<file path="src/rtl/uart_tx_scheduler.sv">
// uart_tx_scheduler: shares one UART transmitter between two requesters and
// frames each message as SYNC, byte count, escaped payload, END.
// Ports:
//   clk, reset            clock, async active-high reset
//   req[1:0]              per-requester level request, held until done
//   req_msg[63:0]         payload, requester k in [32k+31:32k], byte 0 on top
//   req_len[5:0]          payload length, requester k in [3k+2:3k]
//   gnt[1:0], done[1:0]   one-hot grant, one-cycle completion pulse
//   err                   one-cycle pulse on timeout abort
//   busy, tx_enable       high whenever the FSM is not idle
//   tx_data, ld_tx_data   byte and load strobe to the uart
//   tx_empty              uart holding register empty
module uart_tx_scheduler #(
    parameter int         MSGBYTES   = 4,
    parameter logic [7:0] SP_SYNC    = 8'h7E,
    parameter logic [7:0] SP_ESC     = 8'hFE,
    parameter logic [7:0] SP_END     = 8'h03,
    parameter int         TX_TIMEOUT = 1000
) (
    input  logic        clk,
    input  logic        reset,
    input  logic [1:0]  req,
    input  logic [63:0] req_msg,
    input  logic [5:0]  req_len,
    output logic [1:0]  gnt,
    output logic [1:0]  done,
    output logic        err,
    output logic        busy,
    output logic [7:0]  tx_data,
    output logic        ld_tx_data,
    output logic        tx_enable,
    input  logic        tx_empty
);

    typedef enum logic [2:0] {IDLE, LOAD, STROBE, WAIT_BUSY, WAIT_EMPTY} state_t;
    typedef enum logic [1:0] {HEAD, BCNT, BODY, TAIL} phase_t;

    localparam logic [2:0]  MAXLEN = 3'(MSGBYTES);
    localparam logic [15:0] TO_LIM = 16'(TX_TIMEOUT);

    state_t      state_q;
    phase_t      phase_q;
    logic [31:0] msg_q;
    logic [2:0]  len_q;
    logic [2:0]  idx_q;
    logic        esc_q;
    logic        k_q;
    logic        last_q;
    logic [15:0] cnt_q;
    logic [1:0]  gnt_q;
    logic [1:0]  done_q;
    logic        err_q;
    logic [7:0]  tx_data_q;
    logic        ld_q;

    logic        sel_d;
    logic [2:0]  raw_len;
    logic [2:0]  len_d;
    logic [31:0] msg_sh;
    logic [7:0]  byte_d;
    logic        esc_d;
    logic [1:0]  fin_oh;

    always_comb begin
        // Contention goes to whoever was not served last.
        if (req[0] && req[1]) sel_d = ~last_q;
        else                  sel_d = req[1];
        raw_len = sel_d ? req_len[5:3] : req_len[2:0];
        len_d   = (raw_len > MAXLEN) ? MAXLEN : raw_len;
        msg_sh  = msg_q << {idx_q[1:0], 3'b000};
        byte_d  = SP_SYNC;
        case (phase_q)
            HEAD: byte_d = SP_SYNC;
            BCNT: byte_d = {5'b0, len_q};
            BODY: byte_d = msg_sh[31:24];
            TAIL: byte_d = SP_END;
        endcase
        // A clear flag means this byte still needs its escape prefix.
        esc_d = (phase_q == BCNT || phase_q == BODY) && !esc_q &&
                (byte_d == SP_SYNC || byte_d == SP_ESC);
        fin_oh = k_q ? 2'b10 : 2'b01;
    end

    always_ff @(posedge clk or posedge reset) begin
        if (reset) begin
            state_q   <= IDLE;
            phase_q   <= HEAD;
            msg_q     <= '0;
            len_q     <= '0;
            idx_q     <= '0;
            esc_q     <= 1'b0;
            k_q       <= 1'b0;
            last_q    <= 1'b1;
            cnt_q     <= '0;
            gnt_q     <= '0;
            done_q    <= '0;
            err_q     <= 1'b0;
            tx_data_q <= '0;
            ld_q      <= 1'b0;
        end else begin
            done_q <= '0;
            err_q  <= 1'b0;
            ld_q   <= 1'b0;
            case (state_q)
                IDLE: begin
                    // Skip the done cycle so a requester can drop req.
                    if (|req && ~|done_q) begin
                        k_q     <= sel_d;
                        msg_q   <= sel_d ? req_msg[63:32] : req_msg[31:0];
                        len_q   <= len_d;
                        idx_q   <= '0;
                        esc_q   <= 1'b0;
                        phase_q <= HEAD;
                        gnt_q   <= sel_d ? 2'b10 : 2'b01;
                        state_q <= LOAD;
                    end
                end
                LOAD: begin
                    if (tx_empty) begin
                        tx_data_q <= esc_d ? SP_ESC : byte_d;
                        esc_q     <= esc_d;
                        state_q   <= STROBE;
                    end
                end
                STROBE: begin
                    ld_q    <= 1'b1;
                    cnt_q   <= '0;
                    state_q <= WAIT_BUSY;
                end
                WAIT_BUSY: begin
                    if (!tx_empty) begin
                        cnt_q   <= '0;
                        state_q <= WAIT_EMPTY;
                    end else if (cnt_q >= TO_LIM) begin
                        err_q   <= 1'b1;
                        done_q  <= fin_oh;
                        gnt_q   <= '0;
                        last_q  <= k_q;
                        state_q <= IDLE;
                    end else begin
                        cnt_q <= cnt_q + 16'd1;
                    end
                end
                WAIT_EMPTY: begin
                    if (tx_empty) begin
                        state_q <= LOAD;
                        if (!esc_q) begin
                            case (phase_q)
                                HEAD: phase_q <= BCNT;
                                BCNT: phase_q <= (len_q == 3'd0) ? TAIL : BODY;
                                BODY: begin
                                    idx_q <= idx_q + 3'd1;
                                    if (idx_q + 3'd1 == len_q) phase_q <= TAIL;
                                end
                                TAIL: begin
                                    done_q  <= fin_oh;
                                    gnt_q   <= '0;
                                    last_q  <= k_q;
                                    state_q <= IDLE;
                                end
                            endcase
                        end
                    end else if (cnt_q >= TO_LIM) begin
                        err_q   <= 1'b1;
                        done_q  <= fin_oh;
                        gnt_q   <= '0;
                        last_q  <= k_q;
                        state_q <= IDLE;
                    end else begin
                        cnt_q <= cnt_q + 16'd1;
                    end
                end
                default: state_q <= IDLE;
            endcase
        end
    end

    assign gnt        = gnt_q;
    assign done       = done_q;
    assign err        = err_q;
    assign busy       = (state_q != IDLE);
    assign tx_enable  = busy;
    assign tx_data    = tx_data_q;
    assign ld_tx_data = ld_q;

endmodule

</file>
<file path="config.mk">
export PLATFORM = sky130hd
export DESIGN_NAME = uart_tx_scheduler
export DESIGN_NICKNAME = d
export VERILOG_FILES = /design/src/rtl/uart_tx_scheduler.sv
export SDC_FILE = /design/constraint.sdc
export NUM_CORES = 1
export LEC_CHECK = 0
export CORE_MARGIN = 1
export CORE_UTILIZATION = 30
export DETAILED_ROUTE_END_ITERATION = 12
export PLACE_DENSITY = 0.61
export SYNTH_ARGS = -nofsm -noshare
export SYNTH_HDL_FRONTEND = slang
export SYNTH_SLANG_ARGS = --single-unit
export TNS_END_PERCENT = 10
</file>
<file path="constraint.sdc">
create_clock -name clk -period 4.41 [get_ports clk]
set_input_delay 0.6615 -clock clk [delete_from_list [all_inputs] [get_ports clk]]
set_output_delay 0.6615 -clock clk [all_outputs]
set_load 0.02 [all_outputs]
</file>
Word-level counts from Yosys, hierarchy flattened
Cells that the tools add are included.
{ "word_totals": {"out_inout_bits": 16, "ff_bits": 76, "inputBits": 75, "elab_cells": 128} }
{ "classes": {"n_addsub": 2, "reduce_logical": 28, "eq_ne": 21, "shift": 1, "n_mux": 59, "n_bitwise": 1, "magnitude_cmp": 2} }
{ "ops": {"columns": ["cell", "count"], "rows": [
  ["$mux W16", 3],
  ["$pmux W16 S3", 1],
  ["$mux W2", 17],
  ["$mux W3", 11],
  ["$mux W32", 1],
  ["$pmux W8 S4", 1],
  ["$shl A32 B5 Y32", 1],
  ["$add A16 B1 Y16 const B", 1],
  ["$ge A16 B10 Y1 const B", 1],
  ["$mux W1", 15],
  ["$pmux W3 S5", 1],
  ["$ne A2 B2 Y1 const B", 7],
  ["$pmux W2 S3", 2],
  ["$reduce_and A5 Y1", 2],
  ["$reduce_bool A3 Y1", 3],
  ["$eq A8 B7 Y1 const B", 1],
  ["$eq A8 B8 Y1 const B", 1],
  ["$mux W8", 1],
  ["$pmux W2 S2", 2],
  ["$reduce_and A2 Y1", 4],
  ["$eq A3 B2 Y1 const B", 2],
  ["$logic_not A3 Y1", 2],
  ["$ne A3 B3 Y1 const B", 2],
  ["$pmux W1 S2", 3],
  ["20 further kinds", 29]
]} }

Longest topological paths before layout
Gate-level depths: netlist (run 1).
{ "depth": {"depth_word": 7, "mapped_depth": 8, "depth_no_buf": 7} }

Worst setup path before layout (run 1)
OpenSTA, ideal clock, no wires.
{ "synth_timing": {"path_type": "reg2reg", "startpoint": "register state_q[1]", "endpoint": "register k_q", "setup_time_ps": 140, "slack_ps": 2521, "t_arrival_ps": 1750, "n_path_buf": 3, "synth_period_minus_slack_ps": 1889, "path_stages_with_launch": 8, "t_required_ps": 4270, "cell_sequence": "dfrtp_1 buf_6 or3_4 or4_4 buf_6 buf_2 nand2_1 o21ai_1"} }
{ "synth_between": {"elab_chain_len": 2} }
{ "synth_lines": {"columns": ["element", "line_no", "text"], "rows": [
  ["start: declaration", "41", "state_t state_q;"],
  ["start signal: assignment", "86", "state_q <= IDLE;"],
  ["start signal: assignment", "115", "state_q <= LOAD;"],
  ["start signal: assignment", "122", "state_q <= STROBE;"],
  ["$logic_not A3 Y1", "104", "case (state_q)"],
  ["$reduce_and A2 Y1 (no line)", null, null],
  ["end signal: assignment", "108", "k_q <= sel_d;"],
  ["end: declaration", "47", "logic k_q;"]
]} }
Every way passes these cells.
A chain may end at the register's enable or synchronous reset.

Worst setup path after layout (run 1)
{ "layout_timing": {"startpoint": "register state_q[2]", "endpoint": "output port tx_enable"} }
{ "layout_between": {"elab_chain_len": 1} }
{ "layout_lines": {"columns": ["element", "line_no", "text"], "rows": [
  ["$reduce_bool A3 Y1", "181", "assign busy = (state_q != IDLE);"],
  ["end: declaration", "31", "output logic tx_enable,"]
]} }
Every way passes these cells.

==> flow_metrics.tcl, run 1 <==
set metrics [dict create \
    wirelength_mm 9.08 \
    clk_pin_slew_worst_paths_ps 60 \
    htree_levels 3 \
    grt_pass1_vias 3193 \
    boundaryPins 91 \
    avgSynthCellArea_um2 10.1 \
    grt_start_max_net_pins 74 \
    postCtsSetupBuffers 0 \
    start_kind "flip-flop" \
    critPathKind "reg2out" \
    syn2layout_area_growth_pct 31.4 \
    final_layout_size_suffix_gt1_share_pct 8.20 \
    p_leak_nw 2.27 \
    die_y_um 118 \
    syn_area_um2 4040 \
    worstPathMaxFanout 20 \
    cts_root_buf "clkbuf_16" \
    synth_edf_count 0 \
    dr_total_vias 3179 \
    fp-row-count 42 \
    cts_tree "done" \
    fp.dieArea_um2 13900 \
    finalClockSkew_ps 7.52 \
    ys_seq_elements 76 \
    gp_congestion 0.764 \
    async_flop_share_pct 100 \
    clock_latency_ps 330 \
    cp-end-kind "primary output" \
    coreArea_um2 13200 \
    power.density_nw_per_um2 511 \
    grt_pass1_wl_mm 15.4 \
    firstDrtPassIters 4 \
    period_needed_ps 2540 \
    post-route-drc-count 0 \
    synth.yosys.seq_area_share_pct 47.1 \
    chipWidth_um 118 \
    outcome "finished clean" \
    syn_nets 484 \
    clock_sinks 76 \
    ir_drop_mv 0.275 \
    utilization_pct 40.2 \
    tightest_slew_ps 1060 \
    drt-wirelength-per-cell_um 13.7 \
    cp.arrival_ps 1880 \
    rsz0062_at_grt "no" \
    clock_path_buffers 2 \
    yosysTopAreaCellShare_pct 46.5 \
    portBuffers 90 \
    setup-tns-final_ps 0 \
    track_usage_pct 13.8 \
    ant_nets 0 \
    fmax_ghz 0.393 \
    fin_crit_sh_pct 57.7 \
    hold_viol 0 \
    maxSlewViolCount 0 \
    synthCells 401 \
    num_antenna_cells 0 \
    ctsResizeCount 0 \
    antenna_found_initial 0 \
    cts_buffers 9 \
    start_util_pct 30.6 \
    relSlewSlack_pct 29.0 \
    drt_iter0_drc 167 \
    worstPathRequired_ps 3750 \
    synthFlopType "dfrtp_1" \
    ys_warn_count 0 \
    hold_buffers 0 \
    layout.nets 566 \
    yosysTopAreaCell "dfrtp_1" \
    drv_cap 0 \
    hpwlAfterDp_mm 6.94 \
    overflow 0 \
    min_path_type "reg2reg" \
    synthDistinctLibCells 50 \
    setup_viol 0 \
    yosys-top-cells-area "dfrtp_1 (46%), mux2i_1 (10%), nand2_1 (5.1%)" \
    post_drt_via_cell_ratio 4.79 \
]
## cells in the mapped netlist, types with 4 or more instances
cell type and instances:
a21oi_1 19, a31oi_1 4, and2_1 9, and3_1 4
buf_2 6, buf_6 8, clkbuf_1 5, dfrtp_1 75
ha_1 8, inv_1 13, mux2i_1 41, mux4_2 5
nand2_1 55, nand2b_1 4, nand3_1 6, nor2_1 31
nor4_1 5, o21ai_0 13, o21ai_1 37, xnor2_1 7
## worst paths after layout
| check | from | to | slack [ps] | cells after the start |
|---|---|---|---|---|
| max | state_q[2] | tx_enable | 1870 | 2 |
| min | k_q | done[0] | 460 | 1 |
| max reg2reg | state_q[2] | len_q[2] | 2110 | 4 |
| min reg2reg | k_q | done[0] | 460 | 1 |
| max in group asynchronous | reset | idx_q[1] | 2960 | 3 |
| min in group asynchronous | reset | phase_q[0] | 670 | 2 |
## kinds of logic after synthesis
group / Yosys count / synth area share (%)
xor+xnor: 8 / 1.74
fa+ha+maj: 8 / 2.48
flops: 76 / 47.1
buf+inv: 34 / 5.02
simple gates: 131 / 16.2
compound gates: 95 / 13.6
mux: 49 / 13.8
## where the power goes
part | internal (mW) | leakage, nW | switching, mW | total (mW)
clock | 0.387 | 0.133 | 0.296 | 0.683
sequential | 0.929 | 0.958 | 0.188 | 1.12
combinational | 0.413 | 1.18 | 0.499 | 0.911
total | 1.73 | 2.27 | 0.983 | 2.71
## placed cells by master, fill, tap and decap left out, types with 9 or more instances in the layout
master,n
o21ai_1,37
a21oi_1,19
clkbuf_16,9
clkdlybuf4s50_1,90
and2_1,9
nand2_1,54
o21ai_0,13
dfrtp_1,75
inv_1,12
nor2_1,31
mux2i_1,41
## stage by stage
step,instances,hold slack [ps],power (mW),setup WS (ps),instance area (µm²)
6_report,664,464,2.71,1870,5310
5_1_grt,664,499,2.92,1690,5310
4_1_cts,664,469,2.74,1850,5310
3_5_place_dp,648,461,2.05,1690,5020
3_3_place_gp,648,445,2.02,1770,5020
2_1_floorplan,401,432,1.76,1810,4040
## per-layer routing
metal | vias up | global-route usage (%) | share of wire (%)
met5 | - | 0 | 0
met4 | 0 | 6.09 | 2.1
met3 | 14 | 2.23 | 3.1
met2 | 80 | 23.1 | 49
met1 | 1502 | 17.5 | 46
li1 | 1583 | - | -
## layout make-up
cell class                      count  area (µm²)
Fill cell                        1286        7890
Sequential cell                    76        1900
Inverter                           13        48.8
Multi-Input combinational cell    291        1930
Clock inverter                      7        58.8
Clock buffer                        9         225
Timing Repair Buffer               92         916
Tap cell                          176         220
## flip-flops by register name (all words and copies together), names as in the netlist
signal      cells
cnt_q          16
state_q         3
msg_q          32
phase_q         2
err             1
tx_data         8
len_q           3
gnt             2
k_q             1
idx_q           3
last_q          1
done            2
ld_tx_data      1
esc_q           1
## critical path, stage by stage, from the launching register on
cell and delay [ps]:
dfrtp_1 580, or3_4 430, clkdlybuf4s50_1 540
No activity file was read; power rests on OpenSTA's default activity.
==> run 2, diff against run 1 <==
==> constraint.sdc (replaced) <==
create_clock -name clk -period 2.6 [get_ports clk]
set_input_delay 0.39 -clock clk [delete_from_list [all_inputs] [get_ports clk]]
set_output_delay 0.39 -clock clk [all_outputs]
set_load 0.02 [all_outputs]
==> run 2 against run 1 <==
Cell count up 1.5%. Cell area up 2.6%. Largest cell class unchanged. Combinational power up 78%. Routed wire length down 0.51%.
==> flow_metrics.tcl, run 2 (synthesis results as in run 1) <==
set metrics [dict create \
    outcome "finished clean" \
    worstPathRequired_ps 2210 \
    critPathSlowestCell "clkdlybuf4s50_1" \
    clock_path_buffers 2 \
    wirelength_mm 9.03 \
    critPathKind "reg2out" \
    ant_nets 0 \
    setup-tns-final_ps 0 \
    coreArea_um2 13200 \
    drt-wirelength-per-cell_um 13.4 \
    track_usage_pct 13.9 \
    finalClockSkew_ps 8.46 \
    portBuffers 90 \
    tightest_slew_ps 659 \
    hold_viol 0 \
    pwr-share-comb_pct 33.6 \
    grt_start_max_net_pins 71 \
    drt_iter0_drc 139 \
    start_kind "flip-flop" \
    seq_area_um2 1900 \
    power.density_nw_per_um2 884 \
    firstDrtPassIters 4 \
    drv_cap 0 \
    met1_length_mm 4.20 \
    layout_commonest_cell "clkdlybuf4s50_1" \
    fp-row-count 42 \
    sequentialPowerShare_pct 38.4 \
    min_path_type "in2async" \
    rsz0062_at_grt "no" \
    antenna_found_initial 0 \
    overflow 0 \
    worstPathMaxFanout 9 \
    fin_crit_sh_pct 84.1 \
    hold_buffers 0 \
    gp_congestion 0.784 \
    worst_path_dominant_cell_family "buffers and inverters" \
    p_leak_nw 2.35 \
    clk_pin_slew_worst_paths_ps 50 \
    clock_latency_ps 340 \
    syn2layout_area_growth_pct 34.9 \
    start_util_pct 30.6 \
    grt_pass1_wl_mm 15.2 \
    setup_viol 0 \
    hpwlAfterDp_mm 6.79 \
    dr_total_vias 3175 \
    place_area_um2 5120 \
    multi_input_area_um2 1930 \
    slowest_delay_ps 550 \
    htree_levels 3 \
    period_needed_ps 2190 \
    post-route-drc-count 0 \
    maxSlewViolCount 0 \
    grt_pass1_vias 3127 \
    cts_buffers 9 \
    met2_length_mm 4.31 \
    power_mw 4.81 \
    cp-end-kind "primary output" \
    top_register "msg_q" \
    final_layout_size_suffix_gt1_share_pct 9.84 \
    fmax_ghz 0.457 \
    ir_drop_mv 0.337 \
    post_drt_via_cell_ratio 4.71 \
    power_frac_clock_pct 27.9 \
    chipWidth_um 118 \
    postCtsSetupBuffers 0 \
    clock_sinks 76 \
    relSlewSlack_pct 55.9 \
    mostFrequentLayoutCells "clkdlybuf4s50_1 (90), dfrtp_1 (75), nand2_1 (54)" \
    largest_reg_flops 32 \
    routed.top_layer "met4" \
    cts_tree "done" \
    p_sw_mw 1.64 \
    met3WireLength_um 346 \
    fillers 1273 \
    die_y_um 118 \
    cts_root_buf "clkbuf_16" \
    boundaryPins 91 \
    intPower_mw 3.17 \
    hold_slack_ps 351 \
    num_antenna_cells 0 \
    ctsResizeCount 0 \
    switching_share_pct 34.2 \
    worstPathCellList "or3_4, clkdlybuf4s50_1" \
    fp.dieArea_um2 13900 \
    layout.nets 576 \
    final_area_um2 5450 \
    cp.arrival_ps 1800 \
    crit_buf_inv 1 \
]
-- run 2: cell types whose count changed in the layout (fill, tap and decap cells not counted) --
| cell | before | now |
|---|---|---|
| clkbuf_1 | 0 | 1 |
| bufinv_16 | 0 | 2 |
| clkinv_4 | 3 | 2 |
| clkinvlp_4 | 2 | 0 |
| buf_12 | 0 | 2 |
| buf_4 | 2 | 10 |
-- run 2: metrics by stage --
stage / worst slack, ps / util [%] / std cells
after detailed placement: 338 / 38.8 / 658
after global placement: 347 / 38.8 / 658
final: 413 / 41.3 / 674
after floorplan: 273 / - / 401
after CTS: 392 / 41.3 / 674
after global routing: 367 / 41.3 / 674
-- run 2: path summary, 6_finish.rpt --
kind                                 start        end  slack [ps]  cells after the start
worst max register to register  state_q[1]  msg_q[20]         500                      5
max in group asynchronous            reset      esc_q        1680                      3
worst min register to register         k_q    done[0]         460                      1
worst max-delay path            state_q[1]       busy         410                      2
min in group clk                       k_q    done[0]         460                      1
worst min-delay path                 reset     gnt[0]         350                      2
-- run 2: layout make-up --
class,count,area share [%]
Inverter,13,0.896
Multi-Input combinational cell,291,35.5
Clock buffer,10,4.20
Sequential cell,76,34.9
Timing Repair Buffer,102,18.7
Clock inverter,6,1.75
Tap cell,176,4.04
-- run 2: power groups by stage --
stage | Combinational [mW] | Clock, mW | Sequential, mW
2_1_floorplan | 1.13 | 0 | 1.85
3_3_place_gp | 1.59 | 0 | 1.86
3_5_place_dp | 1.63 | 0 | 1.87
4_1_cts | 1.64 | 1.38 | 1.86
5_1_grt | 1.83 | 1.45 | 1.91
6_report | 1.62 | 1.34 | 1.85
-- run 2: per-layer routing --
metal	up-vias	GRT usage [%]
met1	1478	17.6
met3	13	3.44
met4	0	6.65
li1	1608	-
met5	-	0
met2	76	22.3
